==> src/rtl/alu_operand_sequencer.sv <==
// alu_operand_sequencer
//   Control stage in front of a WIDTH-bit add/sub datapath. It collects operand A and then
//   operand B (with the add/sub select) from a shared data bus. The operands stay stable on
//   the adder inputs for HOLD_CYCLES clocks, and then the adder sum and flags are captured.
//   The captured result is offered to a consumer through a valid/ready handshake.
//
// Ports
//   clk, rst              clock (rising edge) and asynchronous active-high reset
//   din, din_valid, op    operand bus, 1-cycle load strobe, add(0)/sub(1) select
//   add_x, add_y, add_sel registered operands and select driven to the external adder
//   add_sum, add_cout,    external adder sum, carry out and signed overflow
//   add_ovf
//   busy                  high while the result is settling or waiting for the consumer
//   res_valid, res_ready  result handshake
//   result, res_cout,     captured sum and flags
//   res_ovf, res_neg,
//   res_zero
//   state                 FSM state for status LEDs (0 idle, 1 load B, 2 settle, 3 done)
module alu_operand_sequencer #(
  parameter int unsigned WIDTH       = 6,
  // Legal range 1..15 (4-bit hold counter).
  parameter int unsigned HOLD_CYCLES = 1
) (
  input  logic             clk,
  input  logic             rst,
  input  logic [WIDTH-1:0] din,
  input  logic             din_valid,
  input  logic             op,
  output logic [WIDTH-1:0] add_x,
  output logic [WIDTH-1:0] add_y,
  output logic             add_sel,
  input  logic [WIDTH-1:0] add_sum,
  input  logic             add_cout,
  input  logic             add_ovf,
  output logic             busy,
  output logic             res_valid,
  input  logic             res_ready,
  output logic [WIDTH-1:0] result,
  output logic             res_cout,
  output logic             res_ovf,
  output logic             res_neg,
  output logic             res_zero,
  output logic [1:0]       state
);

  localparam int unsigned CntW = 4;
  localparam logic [CntW-1:0] HoldInit = CntW'(HOLD_CYCLES);

  typedef enum logic [1:0] {
    StIdle   = 2'd0,
    StLoadB  = 2'd1,
    StSettle = 2'd2,
    StDone   = 2'd3
  } state_e;

  state_e            state_q, state_d;
  logic [WIDTH-1:0]  a_q, a_d;
  logic [WIDTH-1:0]  b_q, b_d;
  logic              op_q, op_d;
  logic [CntW-1:0]   cnt_q, cnt_d;
  logic [WIDTH-1:0]  result_q, result_d;
  logic              cout_q, cout_d;
  logic              ovf_q, ovf_d;
  logic              neg_q, neg_d;
  logic              zero_q, zero_d;
  logic              valid_q, valid_d;

  always_comb begin
    state_d  = state_q;
    a_d      = a_q;
    b_d      = b_q;
    op_d     = op_q;
    cnt_d    = cnt_q;
    result_d = result_q;
    cout_d   = cout_q;
    ovf_d    = ovf_q;
    neg_d    = neg_q;
    zero_d   = zero_q;
    valid_d  = valid_q;

    unique case (state_q)
      StIdle: begin
        if (din_valid) begin
          a_d     = din;
          state_d = StLoadB;
        end
      end
      StLoadB: begin
        // No timeout: A is held until B arrives.
        if (din_valid) begin
          b_d     = din;
          op_d    = op;
          cnt_d   = HoldInit;
          state_d = StSettle;
        end
      end
      StSettle: begin
        cnt_d = cnt_q - 1'b1;
        // The last hold clock is also the capture edge.
        if (cnt_q == 4'd1) begin
          result_d = add_sum;
          cout_d   = add_cout;
          ovf_d    = add_ovf;
          neg_d    = add_sum[WIDTH-1];
          zero_d   = (add_sum == '0);
          valid_d  = 1'b1;
          state_d  = StDone;
        end
      end
      StDone: begin
        // din_valid is deliberately ignored here, even on the handshake edge.
        if (res_ready) begin
          valid_d = 1'b0;
          state_d = StIdle;
        end
      end
      default: state_d = StIdle;
    endcase
  end

  always_ff @(posedge clk or posedge rst) begin
    if (rst) begin
      state_q  <= StIdle;
      a_q      <= '0;
      b_q      <= '0;
      op_q     <= 1'b0;
      cnt_q    <= '0;
      result_q <= '0;
      cout_q   <= 1'b0;
      ovf_q    <= 1'b0;
      neg_q    <= 1'b0;
      zero_q   <= 1'b0;
      valid_q  <= 1'b0;
    end else begin
      state_q  <= state_d;
      a_q      <= a_d;
      b_q      <= b_d;
      op_q     <= op_d;
      cnt_q    <= cnt_d;
      result_q <= result_d;
      cout_q   <= cout_d;
      ovf_q    <= ovf_d;
      neg_q    <= neg_d;
      zero_q   <= zero_d;
      valid_q  <= valid_d;
    end
  end

  assign add_x     = a_q;
  assign add_y     = b_q;
  assign add_sel   = op_q;
  assign busy      = (state_q == StSettle) || (state_q == StDone);
  assign res_valid = valid_q;
  assign result    = result_q;
  assign res_cout  = cout_q;
  assign res_ovf   = ovf_q;
  assign res_neg   = neg_q;
  assign res_zero  = zero_q;
  assign state     = state_q;

endmodule

==> config.mk <==
export PLATFORM = sky130hd
export DESIGN_NAME = alu_operand_sequencer
export DESIGN_NICKNAME = d
export VERILOG_FILES = /design/src/rtl/alu_operand_sequencer.sv
export SDC_FILE = /design/constraint.sdc
export NUM_CORES = 1
export LEC_CHECK = 0
export ABC_AREA = 1
export BUFFER_PORTS_ARGS = -buffer_cell sky130_fd_sc_hd__buf_2
export CORE_MARGIN = 10
export CORE_UTILIZATION = 25
export DETAILED_ROUTE_END_ITERATION = 8
export HOLD_SLACK_MARGIN = 0.12
export PLACE_DENSITY = 0.46
export SYNTH_ARGS = -nofsm -noshare
export SYNTH_HDL_FRONTEND = slang
export SYNTH_SLANG_ARGS = --single-unit
==> constraint.sdc <==
create_clock -name clk -period 1.9 [get_ports clk]
set_clock_uncertainty 0.05 [all_clocks]
set_input_delay 0.285 -clock clk [delete_from_list [all_inputs] [get_ports clk]]
set_output_delay 0.285 -clock clk [all_outputs]
set_load 0.02 [all_outputs]
==> results of run 1 <==
sequential cells by signal (all words and copies together), names as in the netlist:
name       cells
add_x          6
add_y          6
result         6
cnt_q          4
state          2
add_sel        1
res_cout       1
res_ovf        1
res_valid      1
res_zero       1
critical path, delay by kind of cell (launching register included):
family                   cells  cell delay [ns]
buffers and inverters        3             0.40
AND/OR/NAND/NOR              1             0.10
adder cells (fa/ha/maj)      1             0.24
flip-flops                   1             0.43
power by group through the flow:
stage | sequential (mW) | clock (mW) | combinational, mW
2_1_floorplan | 1.40 | 0 | 0.730
3_3_place_gp | 1.12 | 0 | 1.49
3_5_place_dp | 1.11 | 0 | 1.50
4_1_cts | 1.11 | 0.521 | 1.50
5_1_grt | 1.14 | 0.548 | 1.67
6_report | 1.10 | 0.491 | 1.47
layer usage:
metal	wire, um	global-route usage (%)
met1	1530	9.57
met2	1380	11.6
met3	323	4.68
met4	14	2.70
met5	0	0
what timing repair did:
action	in CTS	in global routing
endpoints found under the setup margin	0	1
hold endpoints to repair	29	0
gates resized for setup	0	1
hold buffers	1	0
stage by stage:
step,util (%),setup WS [ns],instance area (um^2),instances,total power [mW]
after floorplan,-,0.418,1320,146,2.13
after detailed placement,31.8,0.330,1620,259,2.60
final,33.7,0.131,1720,268,3.06
after CTS,33.7,0.0552,1720,268,3.12
after global placement,31.8,0.343,1620,259,2.61
after global routing,33.7,0.0250,1720,268,3.36
cell usage after synthesis, drive strengths merged:
master | count | area share (%)
buf | 3 | 1.3
ha | 7 | 6.6
nand3 | 6 | 2.3
o21bai | 1 | 0.57
nand4 | 2 | 0.95
nor2 | 7 | 3.4
or2 | 2 | 0.95
nand2 | 54 | 16
dfrtp | 29 | 55
a21oi | 2 | 0.76
nor3 | 1 | 0.38
mux2 | 1 | 0.85
o22ai | 1 | 0.47
inv | 15 | 4.6
o21ai | 15 | 6.0
final cells by class:
cell class                 instances  area [um^2]  area share [%]
multi-input combinational         99          519            30.1
sequential                        29          726            42.1
inverter                          15         61.3            3.56
clock buffer                       5         68.8            3.99
tap                               70         87.6            5.08
timing repair buffer              47          243            14.1
clock inverter                     3         17.5            1.02
path summary, 6_finish.rpt:
check	startpoint	end	slack, ns	cells past startpoint
max in group asynchronous	rst	result[0]	0.95	4
min in group asynchronous	rst	result[2]	0.57	4
max reg2reg	state[1]	cnt_q[3]	0.32	7
min	add_cout	res_cout	0.16	3
max	state[0]	busy	0.13	5
min reg2reg	result[2]	result[2]	0.42	2
logic make-up (layout without fill, tap and decap cells):
group           after synthesis  in the layout  synth area share [%]
compound gates               19             19                  7.77
fa+ha+maj                     7              7                  6.63
buf+inv                      18             70                  5.97
flops                        29             29                  54.9
mux                           1              1                 0.852
simple gates                 72             72                  23.9
==> flow_metrics.env, run 1 <==
export IMPL_htreeDepth=2
export IMPL_num_vias=1077
export IMPL_powerDensity_nw_per_um2=1780
export IMPL_grt_antenna_before_repair=0
export IMPL_max_freq_mhz=565
export IMPL_ys_warn_count=0
export IMPL_ys_ff_latch=29
export IMPL_internal_power_mw=1.67
export IMPL_cts_setup_buffers=0
export IMPL_clock_latency_ns=0.27
export IMPL_wl_per_cell_um=12.1
export IMPL_num_rows=26
export IMPL_hp_class="in -> reg"
export IMPL_slew_violations=0
export IMPL_die_x_um=92.7
export IMPL_vias_per_cell=4.02
export IMPL_min_period_ns=1.77
export IMPL_cp_slowest_cell="dfrtp_1"
export IMPL_start_kind="flop"
export IMPL_cap_violations=0
export IMPL_drc=0
export IMPL_switching_power_mw=1.39
export IMPL_setup_viol=0
export IMPL_cp_cell_sequence="inv_1 > ha_2 > inv_2 > nand2_1 > buf_2"
export IMPL_postSynthCellCount=146
export IMPL_die_y_um=92.7
export IMPL_grt_total_usage_pct=7.97
export IMPL_syn_area_um2=1320
export IMPL_clkTransAtPathRegs_ns=0.07
export IMPL_grt_ovfl_total=0
export IMPL_dr_pass1_iters=4
export IMPL_end_kind="output port"
export IMPL_slew_headroom_pct=74.6
export IMPL_hold_slack_ns=0.165
export IMPL_critPathMaxFanout=5
export IMPL_ant_nets=0
export IMPL_port_buffers=45
export IMPL_pwr_share_comb_pct=47.9
export IMPL_arrival_ns=1.43
export IMPL_seqPwrFrac_pct=36.1
export IMPL_status="finished clean"
export IMPL_cts_tree="built"
export IMPL_coreArea_um2=5110
export IMPL_worstMarginPinSlew_ns=0.381
export IMPL_mostFrequentLayoutCells="nand2_1 (51), buf_2 (45), dfrtp_1 (29)"
export IMPL_gp_congestion=0.721
export IMPL_p_clk_share_pct=16.1
export IMPL_rsz0062_at_grt="no"
export IMPL_hold_viol_final=0
export IMPL_synth_avg_cell_area_um2=9.05
export IMPL_cp_required_ns=1.56
export IMPL_critPathMaxStageDelay_ns=0.43
export IMPL_dieArea_um2=8590
export IMPL_synth_nets=172
export IMPL_dp_final_hpwl_mm=2.53
export IMPL_cts_sinks=29
export IMPL_drt_total_wl_mm=3.25
export IMPL_grt_pass1_wl_mm=5.53
export IMPL_netSwitchingFraction_pct=45.5
export IMPL_num_fill_cells=564
export IMPL_synth_cell_types=22
export IMPL_cts_root_buf="clkbuf_8"
export IMPL_finalCritPeriodShare_pct=93.1
export IMPL_final_nets=223
export IMPL_start_util_pct=25.9
export IMPL_num_antenna_cells=0
export IMPL_grt_max_degree=30
export IMPL_synth_seq_area_share_pct=54.9
export IMPL_cts_inserted_buffers=5
export IMPL_ios=46
export IMPL_dr_first_iter_drc_count=62
export IMPL_ctsLongestPathBuffers=2
export IMPL_mostFrequentLayoutCell="nand2_1"
export IMPL_drive_above_1_share_pct=33.3
export IMPL_setup_tns_ns=0
export IMPL_power_leakage_nw=0.955
export IMPL_vdd_ir_drop_max_mv=0.573
export IMPL_grt_pass1_vias=1141
export IMPL_syn_to_final_growth_pct=30.4
export IMPL_critPathKind="reg -> out"
Power figures use the tool's default switching activity.
==> inputs of run 2 (changes only) <==
- PLACE_DENSITY: 0.46 -> not set
- PLACE_DENSITY_LB_ADDON: not set -> 0.05
==> run 2 against run 1 <==
Against the previous run:
- cell count is 0.75% higher
- worst hold slack better by 0.0043 ns
- largest power group unchanged
- sequential share of layout area is 1.0 points lower
- critical path type unchanged
- global-route usage is 0.085 points lower
- largest cell class unchanged
- cell area is 2.5% higher
- combinational power is 3% higher
- clock-buffer cell count is 2 higher
==> flow_metrics.env, run 2 (synthesized netlist as in run 1, its figures left out) <==
export IMPL_end_kind="output port"
export IMPL_stdcell_area_um2=1770
export IMPL_final_nets=225
export IMPL_drive_above_1_share_pct=33.0
export IMPL_grt_antenna_before_repair=0
export IMPL_clock_latency_ns=0.27
export IMPL_ant_nets=0
export IMPL_cts_sinks=29
export IMPL_rsz0062_at_grt="no"
export IMPL_finalCoreUtilization_pct=34.6
export IMPL_vias_per_cell=3.98
export IMPL_netSwitchingFraction_pct=42.6
export IMPL_dieArea_um2=8590
export IMPL_syn_to_final_growth_pct=33.6
export IMPL_drt_total_wl_mm=3.30
export IMPL_worst_slack_ns=0.144
export IMPL_grt_pass1_vias=1207
export IMPL_setup_tns_ns=0
export IMPL_htreeDepth=2
export IMPL_dr_first_iter_drc_count=38
export IMPL_post_cts_resized=0
export IMPL_dp_final_hpwl_mm=2.54
export IMPL_dp_slack_ns=0.329
export IMPL_crit_start="state[0]"
export IMPL_start_util_pct=25.9
export IMPL_mostFrequentLayoutCell="nand2_1"
export IMPL_cp_required_ns=1.56
export IMPL_powerDensity_nw_per_um2=1840
export IMPL_max_freq_mhz=570
export IMPL_p_clk_share_pct=20.0
export IMPL_ios=46
export IMPL_seqPwrFrac_pct=33.7
export IMPL_power_total_mw=3.25
export IMPL_start_kind="flop"
export IMPL_clkTransAtPathRegs_ns=0.06
export IMPL_num_rows=26
export IMPL_worstMarginPinSlew_ns=0.377
export IMPL_status="finished clean"
export IMPL_arrival_ns=1.42
export IMPL_cap_violations=0
export IMPL_cts_tree="built"
export IMPL_grt_ovfl_total=0
export IMPL_mostFrequentLayoutCells="nand2_1 (51), buf_2 (45), dfrtp_1 (29)"
export IMPL_die_x_um=92.7
export IMPL_num_antenna_cells=0
export IMPL_die_y_um=92.7
export IMPL_setup_viol=0
export IMPL_slew_violations=0
export IMPL_port_buffers=45
export IMPL_wl_per_cell_um=12.2
export IMPL_num_vias=1075
export IMPL_cts_inserted_buffers=5
export IMPL_hp_class="in -> reg"
export IMPL_critPathKind="reg -> out"
export IMPL_timing_rr_start="state[0]"
export IMPL_final_cells=270
export IMPL_pwr_share_comb_pct=46.4
export IMPL_drc=0
export IMPL_critPathMaxFanout=5
export IMPL_power_leakage_nw=0.981
export IMPL_min_period_ns=1.76
export IMPL_ctsLongestPathBuffers=2
export IMPL_dp_cells=259
export IMPL_dr_pass1_iters=4
export IMPL_grt_max_degree=30
export IMPL_hp_start="add_ovf"
export IMPL_hold_viol_final=0
export IMPL_grt_total_usage_pct=7.89
export IMPL_internal_power_mw=1.87
export IMPL_slew_headroom_pct=74.9
export IMPL_grt_pass1_wl_mm=5.49
export IMPL_cts_root_buf="clkbuf_8"
export IMPL_switching_power_mw=1.38
export IMPL_hold_slack_ns=0.169
export IMPL_coreArea_um2=5110
export IMPL_gp_congestion=0.822
export IMPL_vdd_ir_drop_max_mv=0.603
export IMPL_placed_area_um2=1620
export IMPL_finalCritPeriodShare_pct=92.4
-- run 2: cell types whose count changed in the layout (fill, tap and decap cells not counted), sizes merged --
| cell | delta |
|---|---|
| clkbuf | +2 |
| bufinv | +1 |
| clkinv | -2 |
| buf | +2 |
| clkinvlp | -1 |
-- run 2: layout make-up --
class	instances	area (um^2)
well taps	70	87.6
flip-flops and latches	29	726
repair buffers	49	258
multi-input cells	99	517
clock inverters	1	30.0
inverters	15	61.3
clock buffers	7	86.3
fillers	551	3340
-- run 2: what timing repair did --
item | in CTS | in global routing
hold buffers | 1 | 0
setup endpoints to repair | 0 | 1
endpoints found under the hold margin | 29 | 0
setup buffers | 0 | 2
-- run 2: routing by layer --
| layer | GRT usage (%) | routed length (um) | vias to the layer above |
|---|---|---|---|
| met1 | 8.85 | 1480 | 472 |
| met3 | 4.12 | 261 | 2 |
| li1 | - | - | 566 |
| met4 | 3.08 | 23 | 0 |
| met5 | 0 | 0 | - |
| met2 | 12.4 | 1540 | 35 |
-- run 2: power groups by stage --
stage | Clock [mW] | Sequential, mW | Combinational [mW]
2_1_floorplan | 0 | 1.40 | 0.730
3_3_place_gp | 0 | 1.10 | 1.49
3_5_place_dp | 0 | 1.10 | 1.51
4_1_cts | 0.686 | 1.10 | 1.52
5_1_grt | 0.713 | 1.14 | 1.69
6_report | 0.649 | 1.09 | 1.51
-- run 2: critical path, stage by stage (launching register included) --
cell and delay, ns:
dfrtp_1 0.39, inv_1 0.10, ha_1 0.27, inv_2 0.15, nand2_1 0.08, buf_2 0.16
-- run 2: final timing paths --
check	end	slack (ns)	depth (start not counted)
max in group asynchronous	cnt_q[0]	0.94	4
min in group asynchronous	add_x[2]	0.58	4
max	busy	0.14	5
min	res_ovf	0.17	3
min reg2reg	res_ovf	0.42	2
max reg2reg	cnt_q[3]	0.29	6
==> inputs of run 3 (changes only) <==
- RECOVER_POWER: not set -> 100
==> run 3 against run 2 <==
Against the previous run:
- worst hold slack about the same
- sequential share of layout area increased by 1.2 points
- combinational power decreased by 7%
- power down 3.1%
- register-to-register slack worse by 0.11 ns
- clock-buffer cell count unchanged
- cell count unchanged
- fmax rose by 0.31%
- clock power about the same
- global-route usage stayed put
- core utilization fell by 0.96 points
- largest power group unchanged
==> flow_metrics.env, run 3 (synthesized netlist as in run 1, its figures left out) <==
export IMPL_status="finished clean"
export IMPL_grt_antenna_before_repair=0
export IMPL_dp_final_hpwl_mm=2.54
export IMPL_setup_viol=0
export IMPL_max_freq_mhz=571
export IMPL_mostFrequentLayoutCells="nand2_1 (51), dfrtp_1 (29), clkbuf_1 (27)"
export IMPL_gp_congestion=0.822
export IMPL_clock_latency_ns=0.27
export IMPL_cts_root_buf="clkbuf_8"
export IMPL_mostFrequentLayoutCell="nand2_1"
export IMPL_timing_rr_start="state[0]"
export IMPL_syn_to_final_growth_pct=29.9
export IMPL_hp_class="in -> reg"
export IMPL_grt_max_degree=30
export IMPL_clkTransAtPathRegs_ns=0.06
export IMPL_worstMarginPinSlew_ns=0.730
export IMPL_end_kind="output port"
export IMPL_dr_first_iter_drc_count=37
export IMPL_power_total_mw=3.15
export IMPL_vdd_ir_drop_max_mv=0.592
export IMPL_cts_tree="built"
export IMPL_hp_start="add_ovf"
export IMPL_cap_violations=0
export IMPL_num_rows=26
export IMPL_min_period_ns=1.75
export IMPL_crit_start="state[0]"
export IMPL_hold_viol_final=0
export IMPL_arrival_ns=1.42
export IMPL_wl_per_cell_um=12.2
export IMPL_port_buffers=45
export IMPL_placed_area_um2=1620
export IMPL_dr_pass1_iters=3
export IMPL_num_antenna_cells=0
export IMPL_cts_inserted_buffers=5
export IMPL_die_y_um=92.7
export IMPL_power_leakage_nw=0.876
export IMPL_coreArea_um2=5110
export IMPL_grt_total_usage_pct=7.89
export IMPL_rsz0062_at_grt="no"
export IMPL_finalCoreUtilization_pct=33.6
export IMPL_grt_pass1_wl_mm=5.49
export IMPL_start_util_pct=25.9
export IMPL_drive_above_1_share_pct=19.5
export IMPL_critPathKind="reg -> out"
export IMPL_finalCritPeriodShare_pct=92.1
export IMPL_ctsLongestPathBuffers=2
export IMPL_vias_per_cell=3.97
export IMPL_stdcell_area_um2=1720
export IMPL_slew_violations=0
export IMPL_powerDensity_nw_per_um2=1840
export IMPL_slew_headroom_pct=51.3
export IMPL_final_nets=225
export IMPL_cts_sinks=29
export IMPL_ant_nets=0
export IMPL_critPathMaxFanout=5
export IMPL_ios=46
export IMPL_die_x_um=92.7
export IMPL_start_kind="flop"
export IMPL_grt_ovfl_total=0
export IMPL_hold_slack_ns=0.169
export IMPL_dieArea_um2=8590
export IMPL_htreeDepth=2
export IMPL_grt_pass1_vias=1207
export IMPL_cp_required_ns=1.56
export IMPL_num_vias=1071
export IMPL_drt_total_wl_mm=3.29
export IMPL_setup_tns_ns=0
export IMPL_drc=0
run 3: cell types whose count changed in the layout (fill, tap and decap cells not counted), sizes merged:
cell    before  now
buf         48   19
clkbuf       7   36
run 3: per-stage QoR:
| stage | setup WS [ns] | std cells |
|---|---|---|
| after floorplan | 0.418 | 146 |
| after global placement | 0.380 | 259 |
| after detailed placement | 0.329 | 259 |
| after CTS | 0.0827 | 268 |
| after global routing | 0.0158 | 270 |
| final | 0.150 | 270 |
run 3: final timing paths:
kind | end | slack [ns] | depth (start not counted)
setup / recovery | busy | 0.15 | 5
hold / removal | res_ovf | 0.17 | 3
setup reg to reg | res_cout | 0.18 | 7
hold reg to reg | res_ovf | 0.42 | 2
max in group asynchronous | cnt_q[0] | 0.62 | 4
min in group asynchronous | add_x[2] | 0.71 | 4
run 3: per-layer routing:
layer  part of all wire (%)  GRT usage [%]  wire (um)  vias to the layer above
met3                    7.5           4.12        246                        2
met2                     47           12.4       1530                       35
met4                   0.70           3.08         23                        0
met5                      0              0          0                        -
met1                     45           8.85       1480                      471
li1                       -              -          -                      563
run 3: where the power goes:
part | switching [mW] | leakage, nW | internal (mW) | total (mW)
combinational | 0.960 | 0.458 | 0.443 | 1.40
clock | 0.221 | 0.0585 | 0.427 | 0.648
sequential | 0.185 | 0.360 | 0.915 | 1.10
total | 1.37 | 0.876 | 1.79 | 3.15
run 3: worst max-delay path, cell delays in order (launching register included):
cell      delay [ns]
dfrtp_1         0.41
inv_1           0.12
ha_1            0.24
inv_1           0.11
nand2_1         0.09
clkbuf_2        0.17
run 3: timing repair:
item	4_1_cts	5_1_grt
gates resized for setup	0	0
endpoints found under the hold margin	29	0
hold buffers	1	0
setup buffers	0	2
setup endpoints to repair	0	1
run 3: area by class of cell:
| type | instances | area [um^2] |
|---|---|---|
| Sequential cell | 29 | 726 |
| Clock inverter | 1 | 30.0 |
| Timing Repair Buffer | 49 | 223 |
| Multi-Input combinational cell | 99 | 503 |
| Tap cell | 70 | 87.6 |
| Clock buffer | 7 | 86.3 |
| Inverter | 15 | 61.3 |
| Fill cell | 568 | 3390 |
